### config.mk
export PLATFORM = sky130hd
export DESIGN_NAME = product_bcd_display
export DESIGN_NICKNAME = d
export VERILOG_FILES = /design/src/rtl/product_bcd_display.sv
export SDC_FILE = /design/constraint.sdc
export NUM_CORES = 1
export LEC_CHECK = 0
export BUFFER_PORTS_ARGS = -buffer_cell sky130_fd_sc_hd__buf_2
export CAP_MARGIN = 0
export CORE_UTILIZATION = 58
export CTS_BUF_LIST = sky130_fd_sc_hd__clkbuf_16
export DETAILED_ROUTE_END_ITERATION = 12
export GPL_TIMING_DRIVEN = 0
export HOLD_SLACK_MARGIN = 0.1
export PLACE_DENSITY = 0.8
export SETUP_SLACK_MARGIN = 0.15
export SYNTH_ARGS = -nofsm -noshare
export SYNTH_HDL_FRONTEND = slang
export SYNTH_HIERARCHICAL = 1
export SYNTH_SLANG_ARGS = --single-unit
### constraint.sdc
create_clock -name clk -period 3.75 [get_ports clk]
set_input_delay 0.75 -clock clk [delete_from_list [all_inputs] [get_ports clk]]
set_output_delay 0.75 -clock clk [all_outputs]
set_load 0.01 [all_outputs]
### src/rtl/product_bcd_display.sv
// product_bcd_display
//   Captures the 16-bit product from the 8x8 multiplier on done_flag. It
//   converts it to 5-digit BCD with a one-iteration-per-clock double-dabble
//   engine. It scans the last completed result onto a 5-digit common
//   7-segment display, with leading-zero blanking.
//
// Ports
//   clk          system clock, rising edge
//   reset_a      synchronous active-high reset
//   done_flag    one-cycle start pulse; product_in valid while high
//   product_in   unsigned 16-bit product
//   busy         high while a conversion is running
//   bcd_stb      one-cycle pulse when bcd_out updates
//   bcd_out      last completed result, [3:0] = units
//   digit_en     one-hot digit select, bit0 = units
//   seg_a..seg_g active-high segments of the selected digit

// Per-digit double-dabble correction: add 3 to any nibble >= 5 before the
// shift. After the shift the nibble then carries into the next digit correctly.
module bcd_add3 (
  input  logic [3:0] din,
  output logic [3:0] dout
);
  assign dout = (din >= 4'd5) ? din + 4'd3 : din;
endmodule

module product_bcd_display #(
  parameter int SCAN_DIV = 1024
) (
  input  logic        clk,
  input  logic        reset_a,
  input  logic        done_flag,
  input  logic [15:0] product_in,
  output logic        busy,
  output logic        bcd_stb,
  output logic [19:0] bcd_out,
  output logic [4:0]  digit_en,
  output logic        seg_a,
  output logic        seg_b,
  output logic        seg_c,
  output logic        seg_d,
  output logic        seg_e,
  output logic        seg_f,
  output logic        seg_g
);
  localparam int NUM_DIG = 5;
  localparam logic [15:0] PRESC_TC = 16'(SCAN_DIV - 1);

  typedef enum logic {IDLE, CONVERT} state_t;

  state_t      state, state_nxt;
  logic [15:0] bin_sr;
  logic [19:0] bcd_acc;
  logic [3:0]  iter_cnt;

  logic [NUM_DIG-1:0][3:0] acc_nib, adj_nib, out_nib;
  logic [19:0] adj_flat, bcd_nxt;
  logic        start, last;

  assign start = (state == IDLE) && done_flag;
  assign last  = (state == CONVERT) && (iter_cnt == 4'd15);

  // ---------------- conversion engine ----------------
  assign acc_nib = bcd_acc;

  for (genvar g = 0; g < NUM_DIG; g++) begin : g_dig
    bcd_add3 u_add3 (.din(acc_nib[g]), .dout(adj_nib[g]));
  end

  // The corrected accumulator is shifted left, and the binary MSB enters at the bottom.
  assign adj_flat = adj_nib;
  assign bcd_nxt  = {adj_flat[18:0], bin_sr[15]};

  // State register
  always_ff @(posedge clk) begin
    if (reset_a) state <= IDLE;
    else         state <= state_nxt;
  end

  // Next-state logic
  always_comb begin
    state_nxt = state;
    case (state)
      IDLE:    if (done_flag) state_nxt = CONVERT;
      CONVERT: if (last)      state_nxt = IDLE;
      default: state_nxt = IDLE;
    endcase
  end

  // FSM outputs
  always_comb begin
    busy = (state == CONVERT);
  end

  // Datapath. bcd_out is written only on the final iteration, so an aborted
  // conversion never leaks a partial value.
  always_ff @(posedge clk) begin
    if (reset_a) begin
      bin_sr   <= '0;
      bcd_acc  <= '0;
      iter_cnt <= '0;
      bcd_out  <= '0;
      bcd_stb  <= 1'b0;
    end else begin
      bcd_stb <= last;
      if (start) begin
        bin_sr   <= product_in;
        bcd_acc  <= '0;
        iter_cnt <= '0;
      end else if (state == CONVERT) begin
        bin_sr   <= {bin_sr[14:0], 1'b0};
        bcd_acc  <= bcd_nxt;
        iter_cnt <= iter_cnt + 4'd1;
        if (last) bcd_out <= bcd_nxt;
      end
    end
  end

  // ---------------- display scan ----------------
  logic [15:0] presc;
  logic [2:0]  dig_idx;

  always_ff @(posedge clk) begin
    if (reset_a) begin
      presc   <= '0;
      dig_idx <= '0;
    end else if (presc == PRESC_TC) begin
      presc   <= '0;
      dig_idx <= (dig_idx == 3'd4) ? 3'd0 : dig_idx + 3'd1;
    end else begin
      presc <= presc + 16'd1;
    end
  end

  assign digit_en = 5'd1 << dig_idx;

  // zero_up[i]: digit i and every digit above it are zero.
  logic [NUM_DIG-1:0] zero_up;
  assign out_nib = bcd_out;
  assign zero_up[NUM_DIG-1] = (out_nib[NUM_DIG-1] == 4'd0);
  for (genvar g = NUM_DIG - 2; g >= 0; g--) begin : g_zero
    assign zero_up[g] = zero_up[g+1] && (out_nib[g] == 4'd0);
  end

  logic [3:0] cur_nib;
  logic       blank;
  logic [6:0] seg;

  assign cur_nib = out_nib[dig_idx];
  assign blank   = (dig_idx != 3'd0) && zero_up[dig_idx];

  always_comb begin
    seg = 7'b0000000;
    if (!blank) begin
      case (cur_nib)
        4'd0: seg = 7'b1111110;
        4'd1: seg = 7'b0110000;
        4'd2: seg = 7'b1101101;
        4'd3: seg = 7'b1111001;
        4'd4: seg = 7'b0110011;
        4'd5: seg = 7'b1011011;
        4'd6: seg = 7'b1011111;
        4'd7: seg = 7'b1110000;
        4'd8: seg = 7'b1111111;
        4'd9: seg = 7'b1111011;
        default: seg = 7'b0000000;
      endcase
    end
  end

  assign {seg_a, seg_b, seg_c, seg_d, seg_e, seg_f, seg_g} = seg;
endmodule

==> flow_metrics.env, run 1 <==
export IMPL_status="complete, no violations"
export IMPL_worst_r2r_startpoint="presc[0]"
export IMPL_maximum_fanout_encountered_on_the_critical_timing_path=10
export IMPL_grt_first_pass_wirelength_mm=15.20
export IMPL_ff2ff_setup_slack_ns=1.77
export IMPL_worstSkewPairLatency_ns=0.33
export IMPL_min_delay_worst_endpoint="presc[0]"
export IMPL_drtPass1Iterations=5
export IMPL_synthToLayoutAreaGrowth_pct=16.54
export IMPL_detailedRoute_firstIterationViolations=194
export IMPL_pwr_density_cell_nw_per_um2=383.6
export IMPL_leakage_nw=2.068
export IMPL_synthesis_area_um2=4198
export IMPL_clock_sink_count=81
export IMPL_post_synth_inst_count=500
export IMPL_min_period_ns=3.493
export IMPL_worstReg2RegEnd="presc[8]"
export IMPL_crit_family="buffers and inverters"
export IMPL_fillers=579
export IMPL_worstPathRequired_ns=3.00
export IMPL_crit_path_top_delay_cell="mux4_2"
export IMPL_grt_antenna_before_repair=0
export IMPL_dpl_cell_count=646
export IMPL_number_of_global_route_vias_before_repair=3387
export IMPL_floorplan_initialDensity=0.6078
export IMPL_finalHoldViolCount=0
export IMPL_io_buffer_count=50
export IMPL_postSynthAreaPerCell_um2=8.396
export IMPL_worstPathBufferInverterCount=4
export IMPL_timing_final_max_slew_violations=0
export IMPL_maxCapViolations=0
export IMPL_overflow=0
export IMPL_cts_reportedPaths_clkPinSlew_ns=0.06
export IMPL_hold_buf_cts=0
export IMPL_finalSetupTns_ns=0
export IMPL_vdd_ir_drop_worst_mv=0.2791
export IMPL_num_antenna_cells=0
export IMPL_rows=30
export IMPL_timing_hold_worst_path_depth=1
export IMPL_placer_congestion_estimate=0.8561
export IMPL_critical_path_cell_count=9
export IMPL_critPathArrivalTime_ns=2.74
export IMPL_maxClockFrequency_mhz=286.3
export IMPL_cts_inserted_buffers=9
export IMPL_io_pins=53
export IMPL_post_route_cells_drive_above_1_share=0.1675
export IMPL_timing_clock_skew_ns=0.004866
export IMPL_vias=3572
export IMPL_tritoncts="yes"
export IMPL_die_height_um=87.08
export IMPL_min_path_type="reg2reg"
export IMPL_global_route_usage_total=0.2557
export IMPL_synth_warnings=6
export IMPL_worst_slew_pin_slew_ns=0.5454
export IMPL_drc_violations=0
export IMPL_timing_critical_path_to_type="output pin"
export IMPL_hold_worst_slack_ns=0.4793
export IMPL_worstSetupPathType="reg2out"
export IMPL_count_of_endpoints_failing_setup_in_the_final_report=0
export IMPL_fp_coreArea_um2=6907
export IMPL_layout_worst_path_cycle_share=0.9315
export IMPL_post_dr_vias_cell=5.388
export IMPL_worst_reg2reg_path_length_in_cells=9
export IMPL_cp_start_kind="flip-flop"
export IMPL_cts_htree_levels=3
export IMPL_clockBufferDepth=2
export IMPL_synth_fp_nets=541
export IMPL_wire_length_reported_by_the_detailed_router_mm=9.168
export IMPL_relSlewSlack=0.6364
export IMPL_stdcell_count=663
export IMPL_clockRootBuffer="clkbuf_16"
export IMPL_grt_max_degree=16
export IMPL_critical_path_max_stage_delay_ns=0.52
export IMPL_hp_start="presc[0]"
export IMPL_floorplan_die_area_um2=7582
export IMPL_final_core_util=0.7083
export IMPL_place_detailed_hpwl_mm=6.556
export IMPL_grt_setup_unrepaired="true"
export IMPL_avgRoutedWirePerCell_um=13.83
export IMPL_fin_nets=603
export IMPL_die_width_um=87.08
export IMPL_critical_path_cell_chain="buf_6, buf_8, mux4_2, a22oi_2, inv_1, ha_1, or3_1, a31oi_1, buf_2"
export IMPL_antenna_left=0
layout by cell type (no fill, tap or decap), types with 2 or more instances in the layout:
cell	n
nor2_1	88
dfxtp_1	81
nand2_1	67
buf_2	56
mux2i_1	51
a21oi_1	39
ha_1	22
inv_1	18
xnor2_1	14
clkbuf_1	12
nand2b_1	10
xor2_1	9
clkbuf_16	9
nand3_1	8
o21ai_0	6
nor4_1	6
nor3_1	5
nand4_1	5
a21oi_2	5
buf_6	4
o21ai_1	4
nor2b_1	3
o21a_1	3
or3_1	3
a31oi_1	3
and4_1	3
buf_1	3
clkinvlp_4	3
o21ai_2	2
a21o_2	2
and3_4	2
inv_6	2
flip-flops by register name (all words and copies together) (netlist names):
register / flops
acc_nib: 20
bcd_out: 20
bin_sr: 16
presc: 16
iter_cnt: 4
dig_idx: 3
bcd_stb: 1
busy: 1
layout make-up:
cell class,count,area (um2),share of cell area
plain buffers,26,146.4,0.02992
clock buffers,9,225.2,0.04604
well taps,96,120.1,0.02455
clock inverters,7,78.83,0.01611
multi-input cells,375,2375,0.4854
flip-flops and latches,81,1622,0.3315
repair buffers,51,257.7,0.05269
inverters,18,67.56,0.01381
metrics by stage:
step           power, mW  worst slack (ns)  instance area, um2
2_1_floorplan     0.9766            0.7576                4198
3_3_place_gp       1.002            0.5631                4568
3_5_place_dp       1.005            0.4996                4568
4_1_cts            1.886            0.1900                4880
5_1_grt            1.938            0.1187                4892
6_report           1.877            0.2567                4892
worst register-to-register path: stages (launching register included):
cell and delay [ns]:
dfxtp_1 0.34, ha_1 0.24, and4_1 0.25, and3_4 0.20, and3_4 0.18, buf_6 0.12, or2_1 0.21, buf_6 0.14
buf_6 0.14, nor2_1 0.12
layer usage:
layer / share of wire / global-route usage
met1: 0.47 / 0.3284
met3: 0.038 / 0.03412
met2: 0.48 / 0.4352
met5: 0 / 0
met4: 0.014 / 0.1000
where the power goes:
group          switching, mW  leakage, nW  total [mW]  internal (mW)
Sequential            0.0112        0.656       0.887          0.876
Clock                  0.368        0.139       0.889          0.521
Combinational         0.0596         1.27       0.101         0.0412
Total                  0.439         2.07        1.88           1.44
what timing repair did:
item,4_1_cts,5_1_grt
setup buffers,1,0
pin swaps,1,0
setup endpoints to repair,1,2
gates resized for setup,0,2
worst max-delay path by stage:
stage | start | end | slack (ns)
after floorplan | dig_idx[0] | seg_a | 0.76
after global placement | dig_idx[0] | seg_a | 0.56
after detailed placement | dig_idx[0] | seg_a | 0.50
after CTS | dig_idx[0] | seg_f | 0.19
after global routing | dig_idx[0] | seg_f | 0.12
final | dig_idx[0] | seg_a | 0.26
No activity file was read; power rests on OpenSTA's default activity.
==> inputs of run 2 (changes only) <==
BUFFER_PORTS_ARGS = -buffer_cell sky130_fd_sc_hd__buf_4   (was -buffer_cell sky130_fd_sc_hd__buf_2)
==> run 2 against run 1 <==
Worst hold slack gained 0.0077 ns. Register-to-register slack got worse by 0.02 ns. Die area stayed put. Core utilization rose by 2.9 points. Flip-flop and latch count unchanged. Sequential share of layout area shrank 1.3 points. Combinational power grew 5%. Clock-buffer cell count did not move. Critical path depth unchanged. Setup slack better by 0.010 ns. Critical endpoint is now seg_d. First-iteration DRC count increased by 11%. Largest cell class unchanged.
==> flow_metrics.env, run 2 (synthesis gave the netlist of run 1 again) <==
export IMPL_use_met3=0.04929
export IMPL_min_path_type="reg2reg"
export IMPL_floorplan_initialDensity=0.6078
export IMPL_pwr_share_clk=0.480
export IMPL_io_buffer_count=50
export IMPL_grt_max_degree=14
export IMPL_wire_length_reported_by_the_detailed_router_mm=9.846
export IMPL_die_height_um=87.08
export IMPL_clockBufferDepth=2
export IMPL_placer_congestion_estimate=0.8373
export IMPL_antenna_left=0
export IMPL_hp_start="presc[0]"
export IMPL_most_used_cells_in_the_layout_excluding_fill_and_tap_cells="nor2_1 (88), dfxtp_1 (80), nand2_1 (67), buf_4 (60), mux2i_1 (51)"
export IMPL_maxClockFrequency_mhz=287.1
export IMPL_detailedRoute_firstIterationViolations=215
export IMPL_sequentialPowerShare=0.464
export IMPL_avgRoutedWirePerCell_um=14.65
export IMPL_post_dr_vias_cell=5.534
export IMPL_min_period_ns=3.483
export IMPL_cts_reportedPaths_clkPinSlew_ns=0.06
export IMPL_count_of_endpoints_failing_setup_in_the_final_report=0
export IMPL_finalSetupTns_ns=0
export IMPL_worstSetupPathType="reg2out"
export IMPL_layout_worst_path_cycle_share=0.9288
export IMPL_worst_r2r_startpoint="presc[0]"
export IMPL_switchingPower_mw=0.4134
export IMPL_io_pins=53
export IMPL_sw_frac_of_total=0.2162
export IMPL_timing_critical_path_from="dig_idx[0]"
export IMPL_maxCapViolations=0
export IMPL_cp_start_kind="flip-flop"
export IMPL_vias=3719
export IMPL_post_route_cells_drive_above_1_share=0.1788
export IMPL_worstSkewPairLatency_ns=0.33
export IMPL_place_detailed_hpwl_mm=6.891
export IMPL_overflow=0
export IMPL_p_int_mw=1.499
export IMPL_timing_critical_path_to_type="output pin"
export IMPL_vdd_ir_drop_worst_mv=0.2919
export IMPL_finalHoldViolCount=0
export IMPL_tritoncts="yes"
export IMPL_fin_nets=612
export IMPL_synthToLayoutAreaGrowth_pct=21.34
export IMPL_gr_usage_met2=0.4517
export IMPL_busiest_grt_layer="met2"
export IMPL_grt_setup_unrepaired="false"
export IMPL_timing_final_max_slew_violations=0
export IMPL_grt_antenna_before_repair=0
export IMPL_cts_htree_levels=3
export IMPL_relSlewSlack=0.6328
export IMPL_fp_coreArea_um2=6907
export IMPL_timing_clock_skew_ns=0.004243
export IMPL_mostFrequentLayoutCell="nor2_1"
export IMPL_leakage_nw=2.157
export IMPL_num_antenna_cells=0
export IMPL_drtPass1Iterations=5
export IMPL_pwr_density_cell_nw_per_um2=375.5
export IMPL_global_route_usage_total=0.2646
export IMPL_worst_slew_pin_slew_ns=0.5508
export IMPL_clockRootBuffer="clkbuf_16"
export IMPL_hold_worst_slack_ns=0.4870
export IMPL_floorplan_die_area_um2=7582
export IMPL_grt_met1_usage=0.3329
export IMPL_maximum_fanout_encountered_on_the_critical_timing_path=8
export IMPL_pwr_share_comb=0.056
export IMPL_number_of_global_route_vias_before_repair=3376
export IMPL_clock_sink_count=81
export IMPL_die_width_um=87.08
export IMPL_critPathArrivalTime_ns=2.73
export IMPL_status="complete, no violations"
export IMPL_drc_violations=0
export IMPL_cts_inserted_buffers=9
export IMPL_worstPathRequired_ns=3.00
export IMPL_rows=30
export IMPL_grt_first_pass_wirelength_mm=15.50
run 2: cell types whose count changed in the layout (fill, tap and decap cells not counted):
cell | previous run | this run
buf_4 | 1 | 60
buf_2 | 56 | 6
clkinvlp_4 | 3 | 0
clkinv_2 | 0 | 2
inv_6 | 2 | 0
bufinv_16 | 1 | 2
clkinv_1 | 0 | 1
dfxtp_1 | 81 | 80
dfxtp_2 | 0 | 1
inv_1 | 18 | 19
run 2: stage by stage:
| stage | setup WS (ns) | utilization | instances | cell area (um2) | power [mW] |
|---|---|---|---|---|---|
| after floorplan | 0.7576 | - | 500 | 4198 | 0.9766 |
| after CTS | 0.1700 | 0.7246 | 662 | 5005 | 1.919 |
| after global placement | 0.5527 | 0.6795 | 646 | 4693 | 1.007 |
| final | 0.2670 | 0.7375 | 672 | 5094 | 1.912 |
| after global routing | 0.1829 | 0.7375 | 672 | 5094 | 1.969 |
| after detailed placement | 0.5194 | 0.6795 | 646 | 4693 | 1.011 |
run 2: power groups by stage:
stage	registers (mW)	clock network (mW)	logic [mW]
after global placement	0.905	0	0.102
after CTS	0.887	0.925	0.107
after detailed placement	0.906	0	0.106
after global routing	0.889	0.964	0.117
after floorplan	0.903	0	0.0735
final	0.887	0.919	0.106
run 2: layout make-up:
type / count / area, um2
Multi-Input combinational cell: 375 / 2375
Fill cell: 535 / 1813
Sequential cell: 81 / 1623
Timing Repair Buffer: 60 / 450.4
Clock buffer: 9 / 225.2
Buffer: 26 / 146.4
Tap cell: 96 / 120.1
Clock inverter: 7 / 86.33
Inverter: 18 / 67.56
run 2: worst paths after layout:
kind | end | slack, ns | depth (start not counted)
worst min-delay path | presc[0] | 0.49 | 1
worst max register to register | presc[7] | 1.75 | 9
worst min register to register | presc[0] | 0.49 | 1
worst max-delay path | seg_d | 0.27 | 9
run 2: critical path, cell delays in order, from the launching register on:
cell and delay (ns):
dfxtp_2 0.35, buf_6 0.12, buf_8 0.13, mux4_2 0.51, a22oi_2 0.26, inv_1 0.11
ha_1 0.20, or3_1 0.40, a31oi_1 0.19, buf_4 0.14
run 2: timing repair:
item	4_1_cts	5_1_grt
endpoints found under the setup margin	0	3
resized for setup	0	3
setup buffers	0	10
hold buffers	0	0
endpoints found under the hold margin	0	0
run 2: metal layers:
metal  vias to the layer above  part of all wire
met5                         -                 0
met4                         0             0.017
met3                        19             0.051
met2                       126              0.49
met1                      1752              0.44
li1                       1822                 -
==> inputs of run 3 (changes only) <==
CORE_UTILIZATION = 55   (was 58)
PLACE_DENSITY = 0.76   (was 0.8)
SKIP_CTS_REPAIR_TIMING = 1   (was unset)
SYNTH_HIERARCHICAL = unset   (was 1)
==> run 3 against run 2 <==
Critical path depth is 1 lower. Setup slack improved by 0.063 ns. Sequential share of layout area rose by 0.34 points. Final cell count decreased by 2.1%. Wire length grew 0.12%. Clock-buffer cell count unchanged. Critical path type unchanged. Via count down 1.4%. Sequential power is 0.7% higher. Highest routed layer unchanged.
==> flow_metrics.env, run 3 <==
export IMPL_status="complete, no violations"
export IMPL_p_int_mw=1.647
export IMPL_clockRootBuffer="clkbuf_16"
export IMPL_sw_frac_of_total=0.2049
export IMPL_vdd_ir_drop_worst_mv=0.2625
export IMPL_area_share_of_the_largest_cell_type_after_synthesis=0.3883
export IMPL_vias=3667
export IMPL_most_used_cells_in_the_layout_excluding_fill_and_tap_cells="nor2_1 (94), dfxtp_1 (81), buf_4 (52), a21oi_1 (49), mux2i_1 (40)"
export IMPL_placer_congestion_estimate=0.8129
export IMPL_synth_fp_nets=534
export IMPL_cts_htree_levels=3
export IMPL_timing_final_max_slew_violations=0
export IMPL_synthToLayoutAreaGrowth_pct=20.58
export IMPL_post_route_cells_drive_above_1_share=0.1610
export IMPL_grt_setup_unrepaired="false"
export IMPL_pwr_density_cell_nw_per_um2=411.4
export IMPL_die_height_um=89.14
export IMPL_pwr_share_clk=0.506
export IMPL_relSlewSlack=0.5063
export IMPL_min_path_type="reg2reg"
export IMPL_sequentialPowerShare=0.431
export IMPL_ff2ff_setup_slack_ns=1.84
export IMPL_leakage_nw=2.081
export IMPL_post_dr_vias_cell=5.573
export IMPL_hp_start="presc[0]"
export IMPL_switchingPower_mw=0.4245
export IMPL_timing_critical_path_to_type="output pin"
export IMPL_timing_clock_skew_ns=0.004750
export IMPL_post_synth_inst_count=493
export IMPL_floorplan_initialDensity=0.5728
export IMPL_min_delay_worst_endpoint="presc[0]"
export IMPL_place_detailed_hpwl_mm=7.050
export IMPL_netlist_top_cell_by_area="dfxtp_1"
export IMPL_io_buffer_count=50
export IMPL_ys_top_cells_by_count="nor2_1 (94), dfxtp_1 (81), a21oi_1 (49)"
export IMPL_floorplan_die_area_um2=7946
export IMPL_avgRoutedWirePerCell_um=14.98
export IMPL_worstSkewPairLatency_ns=0.33
export IMPL_stdcell_count=658
export IMPL_worst_r2r_startpoint="presc[0]"
export IMPL_worstSetupPathType="reg2out"
export IMPL_synth_edf_count=0
export IMPL_synth_warnings=0
export IMPL_hold_worst_slack_ns=0.4563
export IMPL_synthArstFlopShare=0
export IMPL_min_period_ns=3.420
export IMPL_timing_hold_worst_path_depth=1
export IMPL_rows=31
export IMPL_clock_sink_count=81
export IMPL_fin_nets=595
export IMPL_worst_reg2reg_path_length_in_cells=9
export IMPL_pwr_share_comb=0.063
export IMPL_synthesis_area_um2=4177
export IMPL_maximum_fanout_encountered_on_the_critical_timing_path=10
export IMPL_mostFrequentLayoutCell="nor2_1"
export IMPL_critPathArrivalTime_ns=2.67
export IMPL_final_core_util=0.6906
export IMPL_synth_top_cells_by_area="dfxtp_1 (39%), mux2i_1 (9.6%), nor2_1 (8.4%), ha_1 (6.6%), a21oi_1 (5.9%)"
export IMPL_global_route_usage_total=0.2611
export IMPL_worst_slew_pin_slew_ns=0.7405
export IMPL_drc_violations=0
export IMPL_fp_coreArea_um2=7292
export IMPL_num_antenna_cells=0
export IMPL_synth_sequential_area_ratio=0.3883
export IMPL_cp_start_kind="flip-flop"
export IMPL_finalHoldViolCount=0
export IMPL_number_of_global_route_vias_before_repair=3417
export IMPL_layout_worst_path_cycle_share=0.9119
export IMPL_synth_lib_cells_used_distinct=51
export IMPL_worstReg2RegEnd="presc[10]"
export IMPL_postSynthAreaPerCell_um2=8.472
export IMPL_count_of_endpoints_failing_setup_in_the_final_report=0
export IMPL_die_width_um=89.14
export IMPL_clockBufferDepth=2
export IMPL_maxClockFrequency_mhz=292.4
export IMPL_finalSetupTns_ns=0
export IMPL_maxCapViolations=0
export IMPL_drtPass1Iterations=4
export IMPL_grt_first_pass_wirelength_mm=15.81
export IMPL_cts_reportedPaths_clkPinSlew_ns=0.06
export IMPL_fillers=612
export IMPL_grt_max_degree=14
export IMPL_worstPathRequired_ns=3.00
export IMPL_dpl_cell_count=642
export IMPL_detailedRoute_firstIterationViolations=171
export IMPL_io_pins=53
export IMPL_wire_length_reported_by_the_detailed_router_mm=9.858
export IMPL_grt_antenna_before_repair=0
export IMPL_ys_ff_latch=81
export IMPL_most_frequently_used_cell_type_in_the_post_synthesis_netlist="nor2_1"
export IMPL_antenna_left=0
export IMPL_tritoncts="yes"
export IMPL_cts_inserted_buffers=9
export IMPL_overflow=0
export IMPL_ys_flop_type="dfxtp_1"
[run 3: cells by family (layout without fill, tap and decap cells)]
logic type / after synthesis / after routing / share of synthesized area
AND/OR/NAND/NOR: 193 / 193 / 0.2100
AO/OA/AOI/OAI: 88 / 88 / 0.1303
flip-flops: 81 / 81 / 0.3883
multiplexers: 43 / 43 / 0.1075
buffers and inverters: 43 / 109 / 0.04972
XOR/XNOR: 23 / 23 / 0.04823
adder cells (fa/ha/maj): 22 / 22 / 0.06591
[run 3: per-stage QoR]
step	area, um2	power (mW)	worst slack [ns]
6_report	5036	2.072	0.3303
4_1_cts	5035	2.087	0.3153
5_1_grt	5036	2.141	0.2017
2_1_floorplan	4177	0.9985	0.8497
3_3_place_gp	4676	1.035	0.7094
3_5_place_dp	4676	1.040	0.6799
[run 3: area by class of cell]
cell class | instances | area [um2] | area share
plain buffers | 26 | 143.9 | 0.02857
clock buffers | 9 | 225.2 | 0.04472
clock inverters | 7 | 133.9 | 0.02658
inverters | 17 | 63.81 | 0.01267
multi-input cells | 369 | 2349 | 0.4663
flip-flops and latches | 81 | 1622 | 0.3220
well taps | 99 | 123.9 | 0.02460
repair buffers | 50 | 375.4 | 0.07453
[run 3: routing by layer]
metal  part of all wire  GRT usage  vias up
met5                  0          0        -
met4              0.022     0.1140        0
met3              0.046    0.05817       19
met2               0.49     0.4525       93
met1               0.44     0.3105     1737
li1                   -          -     1818
[run 3: power groups by stage]
stage	Clock (mW)	Combinational [mW]	Sequential, mW
final	1.05	0.131	0.893
after global routing	1.10	0.146	0.894
after CTS	1.06	0.131	0.892
after detailed placement	0	0.129	0.911
after global placement	0	0.126	0.910
after floorplan	0	0.0908	0.908
[run 3: worst max-delay path, cell delays in order (launching register included)]
cell	delay [ns]
dfxtp_1	0.40
buf_6	0.18
mux4_2	0.53
a22oi_4	0.24
inv_1	0.10
ha_1	0.19
or3_1	0.40
a31oi_1	0.18
buf_4	0.14
[run 3: worst max-delay path by stage]
stage / slack (ns) / startpoint / endpoint / cells past startpoint
floorplan: 0.85 / dig_idx[0] / seg_f / 7
global placement: 0.71 / dig_idx[0] / seg_e / 8
detailed placement: 0.68 / dig_idx[0] / seg_f / 8
CTS: 0.32 / dig_idx[0] / seg_f / 8
global route: 0.20 / dig_idx[1] / seg_d / 9
finish: 0.33 / dig_idx[0] / seg_f / 8
